<file path="src/rtl/delay_timer_arbiter_pkg.sv">
// Shared definitions for the delay timer arbiter: FSM state encoding and the
// default counter width.
package delay_timer_arbiter_pkg;

    typedef enum logic [1:0] {
        IDLE  = 2'd0,
        COUNT = 2'd1,
        DONE  = 2'd2
    } state_t;

    localparam int DEFAULT_CNT_BITS = 8;

endpackage

</file>
<file path="src/rtl/delay_timer_arbiter_if.sv">
// Request/grant bundle between the requesting control blocks (master) and the
// shared delay timer (slave).
interface delay_timer_arbiter_if
    import delay_timer_arbiter_pkg::*;
#(
    parameter int N_REQ    = 4,
    parameter int CNT_BITS = DEFAULT_CNT_BITS
);

    logic                      enable;
    logic [N_REQ-1:0]          req;
    logic [N_REQ*CNT_BITS-1:0] delay;
    logic [N_REQ-1:0]          grant;
    logic [N_REQ-1:0]          done;
    logic                      busy;
    logic [CNT_BITS-1:0]       count;

    modport master (
        output enable, req, delay,
        input  grant, done, busy, count
    );

    modport slave (
        input  enable, req, delay,
        output grant, done, busy, count
    );

endinterface

</file>
<file path="src/rtl/loadable_mod_counter.sv">
// Modulo counter with an inclusive, loadable final value; wraps to zero when
// advanced from final_value. Clear has priority over enable.
module loadable_mod_counter #(
    parameter int BITS = 8
) (
    input  logic            clk,
    input  logic            reset_n,
    input  logic            clear,
    input  logic            enable,
    input  logic [BITS-1:0] final_value,
    output logic [BITS-1:0] Q,
    output logic            done_flag
);

    assign done_flag = (Q == final_value);

    always_ff @(posedge clk or negedge reset_n) begin
        // NOTE: state is updated with <= so every flop samples pre-edge values.
        if (!reset_n) begin
            Q <= '0;
        end else if (clear) begin
            Q <= '0;
        end else if (enable) begin
            Q <= done_flag ? '0 : Q + BITS'(1);
        end
    end

endmodule

</file>
<file path="src/rtl/delay_timer_arbiter.sv">
// Arbitrates N_REQ delay requests onto one shared modulo counter.
// Define ROUND_ROBIN_EN for round-robin arbitration; default is fixed priority.
module delay_timer_arbiter
    import delay_timer_arbiter_pkg::*;
#(
    parameter int N_REQ    = 4,
    parameter int CNT_BITS = DEFAULT_CNT_BITS
) (
    input  logic                  clk,
    input  logic                  reset_n,
    delay_timer_arbiter_if.slave  bus
);

    localparam int IDX_W = $clog2(N_REQ);
    localparam logic [IDX_W:0] N_EXT = (IDX_W + 1)'(N_REQ);

    state_t              state, state_n;
    logic [IDX_W-1:0]    owner, winner, start, next_owner;
    logic [IDX_W:0]      cand;
    logic [CNT_BITS-1:0] final_reg, win_delay, cnt_q;
    logic                cnt_hit, cnt_clear, load, abort;
    logic [N_REQ-1:0]    grant_n, done_n, grant_q, done_q;
    logic                busy_q;

`ifdef ROUND_ROBIN_EN
    localparam logic [IDX_W-1:0] LAST_IDX = IDX_W'(N_REQ - 1);
    logic [IDX_W-1:0] rr_ptr;

    // Reset to the last index so requester 0 is searched first.
    always_ff @(posedge clk or negedge reset_n) begin
        if (!reset_n) begin
            rr_ptr <= LAST_IDX;
        end else if (abort || state == DONE) begin
            rr_ptr <= owner;
        end
    end

    assign start = (rr_ptr == LAST_IDX) ? '0 : rr_ptr + IDX_W'(1);
`else
    assign start = '0;
`endif

    // Rotated priority search: walk downwards so the candidate closest to
    // start is the last one written and therefore wins.
    always_comb begin
        winner = start;
        cand   = '0;
        for (int i = N_REQ - 1; i >= 0; i--) begin
            cand = {1'b0, start} + (IDX_W + 1)'(i);
            if (cand >= N_EXT) cand = cand - N_EXT;
            if (bus.req[cand[IDX_W-1:0]]) winner = cand[IDX_W-1:0];
        end
    end

    assign win_delay = bus.delay[winner*CNT_BITS +: CNT_BITS];

    always_ff @(posedge clk or negedge reset_n) begin
        if (!reset_n) state <= IDLE;
        else          state <= state_n;
    end

    always_comb begin
        // NOTE: defaults first so no branch leaves a signal unassigned (no latches).
        state_n = state;
        load    = 1'b0;
        abort   = 1'b0;
        case (state)
            IDLE: begin
                if (|bus.req) begin
                    load    = 1'b1;
                    state_n = COUNT;
                end
            end
            COUNT: begin
                if (!bus.req[owner]) begin
                    abort   = 1'b1;
                    state_n = IDLE;
                end else if (bus.enable && cnt_hit) begin
                    state_n = DONE;
                end
            end
            DONE:    state_n = IDLE;
            default: state_n = IDLE;
        endcase
    end

    // Outputs are computed from the next state and registered with it.
    always_comb begin
        next_owner = load ? winner : owner;
        grant_n    = '0;
        done_n     = '0;
        if (state_n == COUNT) grant_n[next_owner] = 1'b1;
        if (state_n == DONE)  done_n[owner]       = 1'b1;
    end

    always_ff @(posedge clk or negedge reset_n) begin
        if (!reset_n) begin
            owner     <= '0;
            final_reg <= '0;
            grant_q   <= '0;
            done_q    <= '0;
            busy_q    <= 1'b0;
        end else begin
            if (load) begin
                owner     <= winner;
                final_reg <= win_delay;
            end
            grant_q <= grant_n;
            done_q  <= done_n;
            busy_q  <= (state_n != IDLE);
        end
    end

    // The counter sits at zero outside COUNT and is zeroed on abort; on expiry
    // it wraps to zero by itself.
    assign cnt_clear = (state != COUNT) || abort;

    loadable_mod_counter #(
        .BITS (CNT_BITS)
    ) u_counter (
        .clk         (clk),
        .reset_n     (reset_n),
        .clear       (cnt_clear),
        .enable      (bus.enable),
        .final_value (final_reg),
        .Q           (cnt_q),
        .done_flag   (cnt_hit)
    );

    assign bus.grant = grant_q;
    assign bus.done  = done_q;
    assign bus.busy  = busy_q;
    assign bus.count = cnt_q;

endmodule

</file>
<file path="src/flat_wrapper.sv">
// flat-port wrapper written by rule: the top's interface ports become plain ports
module delay_timer_arbiter_flat import delay_timer_arbiter_pkg::*;
#(
    parameter int N_REQ    = 4,
    parameter int CNT_BITS = DEFAULT_CNT_BITS
)
  (clk, reset_n, bus_enable, bus_req, bus_delay, bus_grant, bus_done, bus_busy, bus_count);
  delay_timer_arbiter_if #(.N_REQ(N_REQ), .CNT_BITS(CNT_BITS)) bus_i ();
  input  logic clk;
  input  logic reset_n;
  input wire logic [$bits(bus_i.enable)-1:0] bus_enable;
  input wire logic [$bits(bus_i.req)-1:0] bus_req;
  input wire logic [$bits(bus_i.delay)-1:0] bus_delay;
  output wire logic [$bits(bus_i.grant)-1:0] bus_grant;
  output wire logic [$bits(bus_i.done)-1:0] bus_done;
  output wire logic [$bits(bus_i.busy)-1:0] bus_busy;
  output wire logic [$bits(bus_i.count)-1:0] bus_count;
  assign bus_i.enable = bus_enable;
  assign bus_i.req = bus_req;
  assign bus_i.delay = bus_delay;
  assign bus_grant = bus_i.grant;
  assign bus_done = bus_i.done;
  assign bus_busy = bus_i.busy;
  assign bus_count = bus_i.count;
  delay_timer_arbiter #(.N_REQ(N_REQ), .CNT_BITS(CNT_BITS)) u_core (.clk(clk), .reset_n(reset_n), .bus(bus_i));
endmodule
</file>
<file path="config.mk">
export PLATFORM = sky130hd
export DESIGN_NAME = delay_timer_arbiter_flat
export DESIGN_NICKNAME = d
export VERILOG_FILES = /design/src/rtl/delay_timer_arbiter_pkg.sv /design/src/rtl/delay_timer_arbiter_if.sv /design/src/rtl/loadable_mod_counter.sv /design/src/rtl/delay_timer_arbiter.sv /design/src/flat_wrapper.sv
export SDC_FILE = /design/constraint.sdc
export NUM_CORES = 1
export LEC_CHECK = 0
export CORE_MARGIN = 1
export CORE_UTILIZATION = 47
export CTS_BUF_LIST = sky130_fd_sc_hd__clkbuf_8 sky130_fd_sc_hd__clkbuf_16
export CTS_CLUSTER_DIAMETER = 30
export CTS_CLUSTER_SIZE = 10
export DETAILED_ROUTE_END_ITERATION = 6
export HOLD_SLACK_MARGIN = 0.15
export PLACE_DENSITY = 0.84
export SLEW_MARGIN = 0
export SYNTH_ARGS = -nofsm -noshare
export SYNTH_HDL_FRONTEND = slang
export SYNTH_SLANG_ARGS = --single-unit
</file>
<file path="constraint.sdc">
create_clock -name clk -period 4.1 [get_ports clk]
set_input_delay 0.615 -clock clk [delete_from_list [all_inputs] [get_ports clk]]
set_output_delay 0.615 -clock clk [all_outputs]
set_load 0.02 [all_outputs]
</file>
Word level (Yosys, flattened, before mapping). Index checks and enable logic that the tools add are counted.

Shift operators: 1. Add/sub/neg operators: 1. Equal/unequal tests: 5. Reductions and logical operators: 8. $lt $le $gt $ge: 4. Mux-type cells: 24.

Operators by type and width (count): $shiftx A32 B6 Y8 (1); $mux W8 (3); $mux W2 (8); $add A8 B1 Y8 const B (1); $eq A8 B8 Y1 (1); $mux W4 (2); $mux W1 (7); $lt A2 B3 Y1 const B (2); $demux W1 S2 (2); $eq A2 B1 Y1 const B (2); $ge A2 B1 Y1 const B (2); $pmux W2 S2 (1); $reduce_bool A2 Y1 (2); $reduce_or A4 Y1 (1); $logic_and A1 B1 Y1 (3); $bmux W1 S2 (1); $eq A2 B2 Y1 const B (1); $logic_not A2 Y1 (1); $ne A2 B1 Y1 const B (1); $logic_or A1 B1 Y1 (1).

Logic and storage cells: 50. Bits in registers: 29.

Logic depth before layout (Yosys ltp). Gate-level depths: netlist of the first run.

Depth after elaboration: 10. Gate-level depth with buffers: 6. Gate-level depth less buffers: 5.

Cells and area by module. A second synthesis of the first run with hierarchy kept.

Cells, all modules: 156. Area, all modules: 1517.7 um^2.

Modules (own cells, without submodules): delay_timer_arbiter (instances 1, area an instance 989.7 um^2, sequential area each 525.5 um^2, cells each 100); loadable_mod_counter (instances 1, area an instance 528.0 um^2, sequential area each 200.2 um^2, cells each 56).

Least setup slack after synthesis of the first run. OpenSTA, ideal clock, no wires.

Path kind: input port to flip-flop. From: input port bus_req[2]. To: register u_core.final_reg[0]. Path buffers: 0. Stages: 4. Setup slack: 1.929 ns. Required time: 3.975 ns. Arrival: 2.046 ns. Cell sequence: nand2b_1 -> a21oi_2 -> mux4_1 -> mux2_2.

Word-level cells in the longest chain between the ends: 4. Elaborated cells between the ends (all ways): 7.

Ends and longest elaborated chain: from (decl) (line flat_wrapper.sv:12) `input wire logic [$bits(bus_i.req)-1:0] bus_req;`; $mux W2 (3 in a row) (line delay_timer_arbiter.sv:51) `if (bus.req[cand[IDX_W-1:0]]) winner = cand[IDX_W-1:0];`; $shiftx A32 B6 Y8 (line delay_timer_arbiter.sv:55) `assign win_delay = bus.delay[winner*CNT_BITS +: CNT_BITS];`; to (signal assigned) (line delay_timer_arbiter.sv:106) `final_reg <= win_delay;`; to (decl) (line delay_timer_arbiter.sv:20) `logic [CNT_BITS-1:0] final_reg, win_delay, cnt_q;`.

Several ways; a longest one is shown, not always the timed one. A chain may end at the register's enable or synchronous reset.

Final worst setup path of the first run.
From: input port bus_req[1]. To: register u_core.final_reg[2].

Word-level cells in the longest chain between the ends: 3. Elaborated cells between the ends (all ways): 6.

Ends and longest elaborated chain (line): $mux W2 / $reduce_or A4 Y1 (equally long branches) (delay_timer_arbiter.sv:51, delay_timer_arbiter.sv:69); $mux W2 / $mux W1 (equally long branches) (delay_timer_arbiter.sv:51, delay_timer_arbiter.sv:69); $shiftx A32 B6 Y8 / $mux W1 (equally long branches) (delay_timer_arbiter.sv:55, delay_timer_arbiter.sv:67).

Several ways; a longest one is shown, not always the timed one.

==> results of run 1 <==
[synth_stat cells (2+ instances only)]
| library cell | count | area (sq um) |
|---|---|---|
| buf_2 | 2 | 10.0 |
| a21oi_1 | 5 | 25.0 |
| inv_1 | 5 | 18.8 |
| mux4_2 | 5 | 113 |
| nor2_1 | 5 | 18.8 |
| and3_1 | 4 | 25.0 |
| nand2_1 | 8 | 30.0 |
| mux2_2 | 8 | 90.1 |
| o21ai_0 | 2 | 10.0 |
| nor3_1 | 8 | 40.0 |
| mux4_1 | 4 | 105 |
| nand4_1 | 2 | 12.5 |
| xor2_1 | 3 | 26.3 |
| xnor2_1 | 8 | 70.1 |
| dfrtp_1 | 29 | 726 |
| nor4b_1 | 4 | 35.0 |
| o22ai_1 | 3 | 18.8 |
| nand3_1 | 5 | 25.0 |
| and2_1 | 2 | 12.5 |
| nor2b_1 | 2 | 12.5 |
[power groups by stage]
| stage | Combinational [mW] | Clock (mW) | Sequential [mW] |
|---|---|---|---|
| 3_3_place_gp | 0.375 | 0 | 0.427 |
| 6_report | 0.389 | 0.215 | 0.426 |
| 5_1_grt | 0.421 | 0.230 | 0.435 |
| 2_1_floorplan | 0.229 | 0 | 0.447 |
| 3_5_place_dp | 0.390 | 0 | 0.431 |
| 4_1_cts | 0.391 | 0.220 | 0.427 |
[path summary, 6_finish.rpt]
path / slack (ns) / startpoint / depth (start not counted) / end
max: 1.57 / bus_req[1] / 5 / u_core.final_reg[2]
min: 0.53 / u_core.final_reg[5] / 1 / u_core.final_reg[5]
max reg2reg: 2.15 / u_core.owner[1] / 5 / u_core.bus.done[3]
min reg2reg: 0.53 / u_core.final_reg[5] / 1 / u_core.final_reg[5]
max in group asynchronous: 2.49 / reset_n / 1 / u_core.bus.done[1]
min in group asynchronous: 0.94 / reset_n / 1 / u_core.bus.grant[3]
[cell usage in the layout, fill, tap and decap left out, types with 2 or more instances in the layout]
cell / n
o21ai_0: 2
clkdlybuf4s50_1: 55
and2_1: 2
o22ai_1: 3
clkbuf_8: 5
clkinv_2: 2
mux4_2: 5
nand2_1: 8
nor2_1: 5
inv_1: 6
nor3_1: 8
nand4_1: 2
mux4_1: 4
dfrtp_1: 29
nand3_1: 5
and3_1: 4
mux2_2: 8
nor4b_1: 4
xor2_1: 3
nor2b_1: 2
buf_4: 3
xnor2_1: 8
a21oi_1: 5
[through the flow]
stage	total power, mW	setup slack [ns]	instances
finish	1.03	1.57	235
global route	1.09	1.48	235
CTS	1.04	1.54	235
detailed placement	0.822	1.25	227
global placement	0.802	1.34	227
floorplan	0.676	1.93	128
[area by class of cell]
cell class                      count  area, sq um  area share, %
Multi-Input combinational cell     90          774           34.7
Inverter                            6         22.5           1.01
Sequential cell                    29          726           32.5
Timing Repair Buffer               58          573           25.7
Clock inverter                      3         13.8          0.616
Tap cell                           44         55.1           2.46
Clock buffer                        5         68.8           3.08
[worst max-delay path: cells and delay by family]
family          cells  cell delay [ns]
mux                 2             0.92
compound gates      1             0.52
buf+inv             2             0.63
[metal layers]
layer | routed length [um] | vias to the layer above | part of all wire [%] | track usage [%]
met4 | 52 | 0 | 1.6 | 10.2
met5 | 0 | - | 0 | 0
met3 | 179 | 5 | 5.5 | 5.24
met2 | 1650 | 48 | 51 | 37.0
met1 | 1370 | 573 | 42 | 25.4
li1 | - | 607 | - | -
[logic make-up (layout without fill, tap and decap cells)]
| family | count (synthesis) | in the layout | synth area share (%) |
|---|---|---|---|
| adders and majority gates | 1 | 1 | 0.814 |
| and+or+nand+nor | 45 | 45 | 16.5 |
| DFF | 29 | 29 | 47.2 |
| AOI/OAI and AO/OA | 15 | 15 | 6.11 |
| buffers and inverters | 9 | 72 | 2.36 |
| xor gates and xnor gates | 11 | 11 | 6.27 |
| muxes | 18 | 18 | 20.7 |
==> results.json, run 1 <==
{
  "status": "finished, final reports clean",
  "area_growth_syn_to_layout_pct": 45.4,
  "die-area_sq_um": 3500,
  "initial_core_util_pct": 49.9,
  "synth_edf_count": 0,
  "numCtsBuffers": 5,
  "worst_ep_required_time_ns": 4.26,
  "core_sq_um": 3080,
  "fmax_mhz": 395,
  "postCtsSetupBuffers": 0,
  "worst_pin_slew_ns": 1.12,
  "rows": 20,
  "wl_per_cell_um": 13.9,
  "skew_ns": 0.00522,
  "ir_drop_uv": 282,
  "worstPathCellList": "clkdlybuf4s50_1, inv_1, a21oi_2, mux4_1, mux2_2",
  "gp_congestion": 0.824,
  "n_fill_cell": 224,
  "stdcell_area_sq_um": 2230,
  "max-clock-path-buffers": 2,
  "slowest_delay_ns": 0.64,
  "fp.dieW_um": 59.2,
  "grt_max_degree": 28,
  "start_kind": "input pin",
  "ant_nets": 0,
  "relSlewSlack_pct": 25.2,
  "switching_share_pct": 32.8,
  "cts.clk_slew.worst_paths_ns": 0.06,
  "clkPwrFrac_pct": 20.9,
  "grt_pass1_wl_um": 5380,
  "cap_violations": 0,
  "io_pins": 56,
  "h-tree-depth": 2,
  "post_cts_resized": 0,
  "drive_above_1_share_pct": 14.1,
  "gr-usage-all-layers_pct": 21.5,
  "drtIter0Drc": 23,
  "comb_power_share_pct": 37.7,
  "avgSynthCellArea_sq_um": 12.0,
  "synth_cells": 128,
  "dp_hpwl_um": 2590,
  "pwr-share-seq_pct": 41.4,
  "yosysWarnings": 0,
  "insertion_delay_ns": 0.28,
  "cellInternalPower_mw": 0.693,
  "critical_path_arrival_ns": 2.69,
  "viasPerCell": 5.25,
  "cp-end-kind": "flop",
  "rsz0062_at_grt": "no",
  "antenna_found_initial": 0,
  "slowest_stage": "mux4_1",
  "dr.pass1.iters": 4,
  "cts.sinks": 29,
  "grt_pass1_vias": 1290,
  "die_y_um": 59.2,
  "cts_tree": "done",
  "dr_total_vias": 1233,
  "finalSetupViolations": 0,
  "drt_wl_total_um": 3260,
  "period_share_pct": 61.7,
  "route.detailed.drc": 0,
  "p_leak_nw": 0.920,
  "nets": 230,
  "crit_fanout": 9,
  "synth_area_sq_um": 1540,
  "ys.flop_type": "dfrtp_1",
  "hold_buffers": 0,
  "whs_ns": 0.531,
  "diodes": 0,
  "synth_cell_types": 34,
  "finalSetupTns_ns": 0,
  "synthArstFlopShare_pct": 100,
  "syn_nets": 168,
  "critPathKind": "in2reg",
  "cts-root-buf": "clkbuf_8",
  "grt-ovfl-total": 0,
  "finalHoldViolations": 0,
  "io_buffers": 55,
  "power_density_nw_per_um2": 461,
  "ys_ff_latch": 29,
  "ys_seq_area_share_pct": 47.2,
  "maxSlewViolCount": 0,
  "final_util_pct": 72.6,
  "p_switching_mw": 0.337,
  "fin_crit_ns": 2.53,
  "hold_class": "reg2reg",
  "dpl-instance-area_sq_um": 2150
}
(Power assumes the default switching activity.)
==> inputs of run 2 (changes only) <==
Settings changed: CORE_UTILIZATION 47 to 44, PLACE_DENSITY 0.84 to 0.79.
Clock period 4.1 ns to 2.45 ns, I/O delays scaled along.
==> results.json, run 2 (synthesized netlist as in run 1, its figures left out) <==
{
  "crit_fanout": 9,
  "layout_commonest_cell": "clkdlybuf4s50_1",
  "gp_congestion": 0.851,
  "relSlewSlack_pct": 59.3,
  "cap_violations": 0,
  "drtIter0Drc": 83,
  "rsz0062_at_grt": "no",
  "period_share_pct": 83.3,
  "drive_above_1_share_pct": 15.0,
  "grt_max_degree": 30,
  "layout_common_cells": "clkdlybuf4s50_1 (55), dfrtp_1 (29)",
  "maxSlewViolCount": 0,
  "slowest_stage": "mux4_1",
  "cts.sinks": 29,
  "initial_core_util_pct": 46.0,
  "grt-ovfl-total": 0,
  "ir_drop_uv": 468,
  "die-area_sq_um": 3730,
  "p_leak_nw": 0.939,
  "worst_pin_slew_ns": 0.605,
  "power_density_nw_per_um2": 774,
  "h-tree-depth": 2,
  "rows": 21,
  "critical_path_arrival_ns": 2.19,
  "cts_tree": "done",
  "gr-usage-all-layers_pct": 21.1,
  "numCtsBuffers": 5,
  "io_pins": 56,
  "worst_ep_required_time_ns": 2.60,
  "dp_hpwl_um": 2710,
  "antenna_found_initial": 0,
  "fin_crit_ns": 2.04,
  "finalSetupTns_ns": 0,
  "power.total_mw": 1.76,
  "skew_ns": 0.00735,
  "n_fill_cell": 268,
  "insertion_delay_ns": 0.27,
  "cts.clk_slew.worst_paths_ns": 0.06,
  "max-clock-path-buffers": 2,
  "worstPathCellList": "clkdlybuf4s50_1, inv_1, a21oi_2, buf_12, mux4_1, mux2_2",
  "grt_pass1_vias": 1263,
  "die_y_um": 61.1,
  "core_sq_um": 3340,
  "fmax_mhz": 490,
  "wl_per_cell_um": 14.2,
  "dpl-instance-area_sq_um": 2190,
  "dp.cells": 232,
  "stdcell_area_sq_um": 2270,
  "fp.dieW_um": 61.1,
  "start_kind": "input pin",
  "drt_wl_total_um": 3400,
  "slowest_delay_ns": 0.56,
  "post_cts_resized": 0,
  "path_delay_family": "multiplexers",
  "finalSetupViolations": 0,
  "hold_class": "in2async",
  "io_buffers": 55,
  "status": "finished, final reports clean",
  "cp_num_buf_inv": 3,
  "area_growth_syn_to_layout_pct": 48.0,
  "finalHoldViolations": 0,
  "postCtsSetupBuffers": 0,
  "hold_buffers": 0,
  "viasPerCell": 5.33,
  "dr.pass1.iters": 4,
  "dr_total_vias": 1273,
  "grt_pass1_wl_um": 5610,
  "stdcell_count": 239,
  "whs_ns": 0.484,
  "cp-end-kind": "flop",
  "route.detailed.drc": 0,
  "ant_nets": 0,
  "critPathKind": "in2reg",
  "cts-root-buf": "clkbuf_8",
  "nets": 233,
  "diodes": 0
}
## run 2: changes by cell type in the layout (fill, tap and decap cells not counted)
cell / before / now
buf_4: 3 / 5
clkbuf_8: 5 / 6
clkinv_2: 2 / 0
buf_12: 0 / 1
## run 2: final cells by class
type	instances	area, sq um	area share (%)
clock buffers	6	82.6	3.63
clock inverters	1	3.75	0.165
multi-input cells	90	774	34.0
inverters	6	22.5	0.990
well taps	46	57.6	2.53
repair buffers	61	608	26.7
flip-flops and latches	29	726	31.9
## run 2: path summary, 6_finish.rpt
path,from,end,slack [ns],depth (start not counted)
min,reset_n,u_core.u_counter.Q[4],0.48,2
max,bus_req[1],u_core.final_reg[2],0.41,6
min reg2reg,u_core.final_reg[5],u_core.final_reg[5],0.53,1
max reg2reg,u_core.u_counter.Q[1],u_core.bus.done[1],0.56,4
max in group asynchronous,reset_n,u_core.final_reg[0],1.70,2
min in group clk,u_core.final_reg[5],u_core.final_reg[5],0.53,1
## run 2: worst reg2reg max path, cell delays in order, from the launching register on
cell and delay [ns]:
dfrtp_1 0.47, xnor2_1 0.21, nand4_1 0.32, nor3_1 0.58, and3_1 0.24
## run 2: metrics by stage
step | util, % | setup WS, ns
6_report | 68.2 | 0.409
5_1_grt | 68.2 | 0.329
4_1_cts | 68.2 | 0.405
3_5_place_dp | 65.6 | 0.120
3_3_place_gp | 65.6 | 0.220
2_1_floorplan | - | 0.526
## run 2: layer usage
layer | global-route usage (%) | vias up | routed length (um)
met5 | 0 | - | 0
met4 | 10.7 | 0 | 89
met3 | 3.78 | 8 | 150
met2 | 34.9 | 46 | 1760
met1 | 26.5 | 608 | 1400
li1 | - | 611 | -
## run 2: report_power, final
group	switching [mW]	internal [mW]
combinational	0.300	0.371
clock	0.155	0.218
sequential	0.106	0.612
